<file path="src/rtl/regfile_pkg.sv">
// regfile_pkg -- shared definitions for the multi-port register file.
//   clr_state_e : clear-sequencer state encoding (IDLE=0, CLEAR=1)
//   *_DEF       : default parameter values used by regfile_mp
package regfile_pkg;

  localparam int DATA_W_DEF   = 32;
  localparam int ADDR_W_DEF   = 5;
  localparam int NUM_RD_DEF   = 2;
  localparam int ZERO_REG_DEF = 1;

  typedef enum logic {
    ST_IDLE  = 1'b0,
    ST_CLEAR = 1'b1
  } clr_state_e;

endpackage

</file>
<file path="src/rtl/regfile_clear_fsm.sv">
// regfile_clear_fsm -- sequencer that walks every register once to zero it.
// Ports:
//   clk, reset_n : clock, asynchronous active-low reset
//   clr_req      : start a clear (sampled only in IDLE)
//   state_o      : current sequencer state (also used as debug view)
//   ptr_o        : register index being cleared this cycle
//   clr_busy     : high while in CLEAR
//   clr_done     : one-cycle pulse in the cycle after CLEAR ends
module regfile_clear_fsm
  import regfile_pkg::*;
#(
  parameter int ADDR_W = ADDR_W_DEF
) (
  input  logic              clk,
  input  logic              reset_n,
  input  logic              clr_req,
  output clr_state_e        state_o,
  output logic [ADDR_W-1:0] ptr_o,
  output logic              clr_busy,
  output logic              clr_done
);

  clr_state_e        state_q, state_d;
  logic [ADDR_W-1:0] ptr_q, ptr_d;
  logic              done_q, done_d;

  always_ff @(posedge clk or negedge reset_n) begin
    if (!reset_n) begin
      state_q <= ST_IDLE;
      ptr_q   <= '0;
      done_q  <= 1'b0;
    end else begin
      state_q <= state_d;
      ptr_q   <= ptr_d;
      done_q  <= done_d;
    end
  end

  always_comb begin
    state_d = state_q;
    ptr_d   = ptr_q;
    done_d  = 1'b0;
    unique case (state_q)
      ST_IDLE: begin
        if (clr_req) begin
          state_d = ST_CLEAR;
          ptr_d   = '0;
        end
      end
      ST_CLEAR: begin
        ptr_d = ptr_q + 1'b1;
        // Last register is zeroed on this edge; done pulses the cycle after.
        if (ptr_q == '1) begin
          state_d = ST_IDLE;
          done_d  = 1'b1;
        end
      end
      default: state_d = ST_IDLE;
    endcase
  end

  assign state_o  = state_q;
  assign ptr_o    = ptr_q;
  assign clr_busy = (state_q == ST_CLEAR);
  assign clr_done = done_q;

endmodule

</file>
<file path="src/rtl/regfile_mp.sv">
// regfile_mp -- multi-read-port register file with write-back bypass,
// per-register pending scoreboard and a sequential whole-file clear.
// Ports:
//   clk, reset_n          : clock, asynchronous active-low reset
//   rd_addr / rd_data     : NUM_RD packed read ports, port k at [k*W +: W]
//   rd_pending            : per-port flag, addressed register awaits write-back
//   wr_en/wr_addr/wr_data : write-back port
//   issue_en/issue_addr   : mark a register pending
//   clr_req               : start sequential clear
//   clr_busy / clr_done   : clear in progress / one-cycle completion pulse
// Strobe semantics: wr_en, issue_en and clr_req are single-cycle strobes with
// no back-pressure; each is acted on at the rising edge where it is high while
// the file is IDLE, and silently dropped while clr_busy is high.
module regfile_mp
  import regfile_pkg::*;
#(
  parameter int DATA_W   = DATA_W_DEF,
  parameter int ADDR_W   = ADDR_W_DEF,
  parameter int NUM_RD   = NUM_RD_DEF,
  parameter int ZERO_REG = ZERO_REG_DEF
) (
  input  logic                     clk,
  input  logic                     reset_n,
  input  logic [NUM_RD*ADDR_W-1:0] rd_addr,
  output logic [NUM_RD*DATA_W-1:0] rd_data,
  output logic [NUM_RD-1:0]        rd_pending,
  input  logic                     wr_en,
  input  logic [ADDR_W-1:0]        wr_addr,
  input  logic [DATA_W-1:0]        wr_data,
  input  logic                     issue_en,
  input  logic [ADDR_W-1:0]        issue_addr,
  input  logic                     clr_req,
  output logic                     clr_busy,
  output logic                     clr_done
);

  localparam int DEPTH = 2 ** ADDR_W;

  logic [DATA_W-1:0] mem_q [DEPTH];
  logic [DATA_W-1:0] mem_d [DEPTH];
  logic [DEPTH-1:0]  pending_q, pending_d;

  clr_state_e        clr_state;
  logic [ADDR_W-1:0] clr_ptr;

  regfile_clear_fsm #(
    .ADDR_W (ADDR_W)
  ) u_clear_fsm (
    .clk      (clk),
    .reset_n  (reset_n),
    .clr_req  (clr_req),
    .state_o  (clr_state),
    .ptr_o    (clr_ptr),
    .clr_busy (clr_busy),
    .clr_done (clr_done)
  );

  logic idle;
  logic clr_start;
  logic wr_to_zero;
  logic wr_ok;

  assign idle       = (clr_state == ST_IDLE);
  assign clr_start  = idle & clr_req;
  assign wr_to_zero = (ZERO_REG != 0) && (wr_addr == '0);
  assign wr_ok      = wr_en & idle & ~wr_to_zero;

  always_ff @(posedge clk or negedge reset_n) begin
    if (!reset_n) begin
      mem_q     <= '{default: '0};
      pending_q <= '0;
    end else begin
      mem_q     <= mem_d;
      pending_q <= pending_d;
    end
  end

  always_comb begin
    mem_d = mem_q;
    if (wr_ok) begin
      mem_d[wr_addr] = wr_data;
    end
    if (!idle) begin
      mem_d[clr_ptr] = '0;
    end
  end

  always_comb begin
    pending_d = pending_q;
    if (idle) begin
      // Clear first, then set: a same-edge issue to the same register wins.
      if (wr_en) begin
        pending_d[wr_addr] = 1'b0;
      end
      if (issue_en) begin
        pending_d[issue_addr] = 1'b1;
      end
      if (ZERO_REG != 0) begin
        pending_d[0] = 1'b0;
      end
      // Entering CLEAR wipes the whole scoreboard.
      if (clr_start) begin
        pending_d = '0;
      end
    end
  end

  for (genvar k = 0; k < NUM_RD; k++) begin : g_rd
    logic [ADDR_W-1:0] addr;
    logic              bypass;

    assign addr   = rd_addr[k*ADDR_W +: ADDR_W];
    assign bypass = wr_en & idle & (wr_addr == addr);

    assign rd_data[k*DATA_W +: DATA_W] =
      ((ZERO_REG != 0) && (addr == '0)) ? '0 :
      bypass                             ? wr_data :
                                           mem_q[addr];

    // A same-cycle write-back already supplies the value, so it is not pending.
    assign rd_pending[k] = idle & pending_q[addr] & ~bypass;
  end

endmodule

</file>
<file path="config.mk">
export PLATFORM = sky130hd
export DESIGN_NAME = regfile_mp
export DESIGN_NICKNAME = d
export VERILOG_FILES = /design/src/rtl/regfile_pkg.sv /design/src/rtl/regfile_clear_fsm.sv /design/src/rtl/regfile_mp.sv
export SDC_FILE = /design/constraint.sdc
export NUM_CORES = 2
export LEC_CHECK = 0
export CORE_MARGIN = 3
export CORE_UTILIZATION = 50
export DETAILED_ROUTE_END_ITERATION = 16
export GPL_TIMING_DRIVEN = 0
export PLACE_DENSITY_LB_ADDON = 0.05
export SETUP_SLACK_MARGIN = 0.05
export SYNTH_ARGS = -nofsm -noshare
export SYNTH_HDL_FRONTEND = slang
export SYNTH_HIERARCHICAL = 1
export SYNTH_SLANG_ARGS = --single-unit
</file>
<file path="constraint.sdc">
create_clock -name clk -period 4.6 [get_ports clk]
set_clock_uncertainty 0.1 [all_clocks]
set_input_delay 1.38 -clock clk [delete_from_list [all_inputs] [get_ports clk]]
set_output_delay 1.38 -clock clk [all_outputs]
set_load 0.03 [all_outputs]
</file>
==> flow_results.org <==
** Global route
- Wire length of the first global-routing pass :: 433,000 um
- Via count of the first global-routing pass :: 54,900
- Leftover overflow at the end of global routing :: 0
- For met2 alone, demand over resource in global routing was 69.1%.
- Entering global routing, the biggest net connects 158 pins.
- Global-route layer with the greatest usage :: met2
- For met3 alone, demand over resource in global routing was 25.9%.
- Number of antenna violations at the first check in global routing :: 27
- In the global route stage, met1 resource usage came out at 61.7%.
- Total GRT Usage :: 51.1%

** Cells and area
- Share of post-route cells with drive strength above 1 :: between 20% and 30%
- At the end of the flow, the number of nets in the layout was 6,782.
- With fillers left out, the area of the finished cells amounts to 75,100 um^2.
- Layout area overhead :: 26.0%

** Drt
- The count of nets left with antenna violations once routing finished came out at 0.
- Wires add up to between 300,000 and 400,000 um.
- Dividing the detail-routed wire length by the instance count gives 38.2 um.
- The pre-antenna-repair detailed-routing pass consisted of 7 iterations.
- In this run, the number of DRC markers left after iteration 0 of detailed routing was 9,377.
- For this run, design rule violations remaining after detail routing come to 0.
- Via density per instance :: 6.92
- Total via count after detailed routing :: 57,900

** Synthesis
- Synthesis produced approximately 6,300 cells.
- In this run, synthesis produced a sequential element count of between 1,000 and 1,500.
- Summing every instance area after synthesis gives about 60,000 um^2.
- Library cell with the largest summed area after synthesis :: sky130_fd_sc_hd__dfrtp_1
- After synthesis, the largest family of logic cells by area is multiplexers.
- Summing the areas of all fa, ha and maj instances in the mapped netlist gives 0.0420% of the synthesized area.
- Most frequently used cell type in the post-synthesis netlist :: sky130_fd_sc_hd__nand2_1
- By area the synthesized netlist is led by sky130_fd_sc_hd__dfrtp_1, sky130_fd_sc_hd__mux4_2, sky130_fd_sc_hd__nand2_1.
- Net Count, Synth :: between 6,000 and 7,000
- Count of different cell masters after synthesis :: 53
- Post-synthesis simple-gate area fraction :: around 16%
- Of all flip-flops after synthesis, the portion carrying an async set or reset was 100%.
- The commonest cells after synthesis are sky130_fd_sc_hd__nand2_1, sky130_fd_sc_hd__a21oi_1, sky130_fd_sc_hd__dfrtp_1.
- Portion of the post-synthesis area used by sequential elements :: 44.6%
- Ys Warns :: 6
- The synthesized design devotes to its leading area cell type 44.6% of total area.
- Averaged over all synthesized cells, the footprint is 9.48 um^2.
- Mux cell area share after synthesis :: roughly a fifth
- The synthesized netlist devotes 14.3% of its cell area to compound gates.
- After Yosys synthesis, XOR and XNOR cells account for less than 1% of the synthesized area.
- Yosys mapped a number of flops with a built-in enable equal to 0.
- For this run, the leading register cell type out of synthesis is sky130_fd_sc_hd__dfrtp_1.

** Status
- The checks that failed: setup timing.
- Run status :: finished with violations

** Die
- The initial utilization of the core area, before any placement, comes to 50.4%.
- In this run the horizontal extent of the chip is 351 um.
- The floorplan step defined a die boundary enclosing 123,000 um^2.
- Placeable Area :: 118,000 um^2
- Count of pins on the block boundary :: about 130
- Die height :: 351 um
- The floorplan has approximately 130 rows.

** Clock network
- Clock-pin slew was measured on the worst setup and hold paths at 0.06 ns.
- CTS tree :: yes
- The tree is rooted in a sky130_fd_sc_hd__clkbuf_16.
- Clock insertion delay at the later pin of the skew report :: 0.80 ns
- The H-tree was split into 4 levels.
- Clock Sink Count :: 1,062
- TritonCTS Buffers :: 130
- Buffers from clock root to sink, at most :: 3

** Pwr
- Share of power burned in combinational logic :: 22.4%
- Largest vdd supply drop :: 0.000420 V
- Power spread over the standard cell area amounts to between 300 and 400 nW/um^2.
- The internal portion of the total power is 18,500 uW.
- Switching part of the total :: about a third
- Static leakage :: 0.0307 uW
- Proportion of power drawn by flip-flops and latches :: 39.6%
- Clk pwr share :: 38.0%
- For this design the total switching power over the nets is between 9000 and 10,000 uW.

** Worst setup path
- Grouping stages by cell kind, the critical path spends the most delay in compound AO/OA/AOI/OAI gates.
- Cell Chain, Critical Path :: buf_16 -> buf_12 -> buf_16 -> mux2i_1 -> a221o_1 -> o31ai_4 -> a221oi_2 -> a211oi_4 -> buf_6
- Of all nets on the critical path, the largest fanout is 10.
- Counting both buffers and inverters, the worst setup path holds a total of 4.
- CP Capture Type :: output port
- Data arrival time of the critical path :: approximately 3.9 ns
- For the worst setup path, the data required time is 3.12 ns.
- Largest stage delay on the critical path :: 0.57 ns
- The worst register-to-register path begins at u_clear_fsm/clr_busy$_DFF_PN0_.
- The worst setup path is of the input pin to output port kind.
- STA classifies the critical path startpoint as an input pin.
- Setup slack of the worst register-to-register path :: roughly 0.51 ns
- The worst register-to-register path ends at mem_q[414]$_DFF_PN0_.
- Number of cells traversed by the worst register-to-register path :: 8
- On the critical path, the stage with the largest delay is an instance of sky130_fd_sc_hd__o31ai_4.
- Cell seen most often among critical-path stages :: sky130_fd_sc_hd__buf_16

** STA
- The final-report max-slew violation count was 0.
- Max frequency :: around 0.19 GHz
- In the final timing run, aggregate negative setup slack is -29.67 ns.
- Period Utilization, post-route :: 116%
- Final critical delay including setup and external delays :: about 5.4 ns
- Final setup violating endpoints :: 66
- The final number of hold-violating endpoints came to 0.
- Rel. slew slack :: between 8 and 9%
- Hold is met by 0.401 ns.
- Setup repair after global routing could not meet its margin everywhere.
- Transition time of the tightest slew-check pin :: 1.36 ns
- Post-layout worst setup margin :: -0.758 ns

** Min path
- The min-delay analysis places its worst path in the category input pin to async pin.

** Placed design
- Timing analysis after detailed placement gives a worst setup slack of -3.10 ns.
- During placement, the flow inserted port buffers numbering 78.
- GPL Wtd Cong :: approximately 1.1
- Post-detailed-placement half-perimeter wirelength :: about 230,000 um
- Standard cell area after detailed placement :: 63,200 um^2

** Flow run
- The tool flagged a number of max-cap violations equal to 0.
[layer usage]
layer / part of all wire (%) / vias up
met3: 16 / 1364
met4: 10 / 22
met1: 35 / 28800
met2: 40 / 4751
met5: 0.14 / -
li1: - / 23000
[layout by cell type, fill, tap and decap left out, types with 50 or more instances in the layout]
| cell | n |
|---|---|
| sky130_fd_sc_hd__a22oi_2 | 51 |
| sky130_fd_sc_hd__nand2_1 | 2073 |
| sky130_fd_sc_hd__buf_16 | 58 |
| sky130_fd_sc_hd__nor2_1 | 96 |
| sky130_fd_sc_hd__buf_12 | 88 |
| sky130_fd_sc_hd__buf_4 | 124 |
| sky130_fd_sc_hd__clkbuf_1 | 432 |
| sky130_fd_sc_hd__buf_6 | 109 |
| sky130_fd_sc_hd__mux2i_1 | 170 |
| sky130_fd_sc_hd__dfrtp_1 | 1062 |
| sky130_fd_sc_hd__o21ai_0 | 58 |
| sky130_fd_sc_hd__a21oi_1 | 1039 |
| sky130_fd_sc_hd__clkbuf_8 | 50 |
| sky130_fd_sc_hd__clkbuf_16 | 164 |
| sky130_fd_sc_hd__mux4_2 | 449 |
[area by class of cell]
cell class | instances | area, um^2
Antenna cell | 16 | 40.0
Timing Repair Buffer | 308 | 3960
Sequential cell | 1062 | 26600
Clock buffer | 193 | 3830
Clock inverter | 32 | 390
Inverter | 8 | 38.8
Buffer | 644 | 5200
Multi-Input combinational cell | 4569 | 33200
Fill cell | 9712 | 43100
Tap cell | 1536 | 1920
[worst reg2reg max path, delay by kind of cell (launching register included)]
kind,cells,cell delay (ns)
and+or+nand+nor,4,2.31
DFF,1,0.43
AOI/OAI and AO/OA,1,0.16
buffers and inverters,3,1.01
[what timing repair did]
item	CTS	global route
setup endpoints to repair	66	66
buffers inserted	144	55
hold buffers	0	0
pin swaps	180	120
cloned	22	7
resized for setup	1481	154
[state kept, by name, indices dropped and copies added (netlist names)]
name                  cells
u_clear_fsm/ptr_o         5
mem_q                  1024
pending_q                31
u_clear_fsm/clr_busy      1
u_clear_fsm/clr_done      1
[kinds of logic after synthesis]
group                    count (synthesis)
buffers and inverters                  663
multiplexers                           638
flip-flops                            1062
AND/OR/NAND/NOR                       2399
XOR/XNOR                                12
adder cells (fa/ha/maj)                  2
AO/OA/AOI/OAI                         1515
[power by group through the flow]
| stage | logic, uW | registers, uW | clock network (uW) |
|---|---|---|---|
| floorplan | 2940 | 10700 | 0 |
| global placement | 4880 | 11100 | 0 |
| detailed placement | 4970 | 11000 | 0 |
| CTS | 5740 | 10900 | 10500 |
| global route | 6320 | 11000 | 10800 |
| finish | 6200 | 11000 | 10500 |
[how the worst max path moves through the flow]
stage | from | endpoint | cells past startpoint
floorplan | wr_addr[4] | rd_data[33] | 7
global placement | reset_n | mem_q[173]$_DFF_PN0_ | 1
detailed placement | rd_addr[9] | rd_data[59] | 9
CTS | rd_addr[5] | rd_data[32] | 9
global route | rd_addr[5] | rd_data[32] | 9
finish | rd_addr[5] | rd_data[41] | 9
[through the flow]
step / std cells / util [%] / total power (uW)
global route: 8358 / 63.5 / 28200
detailed placement: 7914 / 53.4 / 16000
CTS: 8296 / 62.5 / 27100
finish: 8368 / 63.5 / 27700
global placement: 7905 / 53.2 / 15900
floorplan: 6291 / - / 13600
No activity file was read; power rests on OpenSTA's default activity.
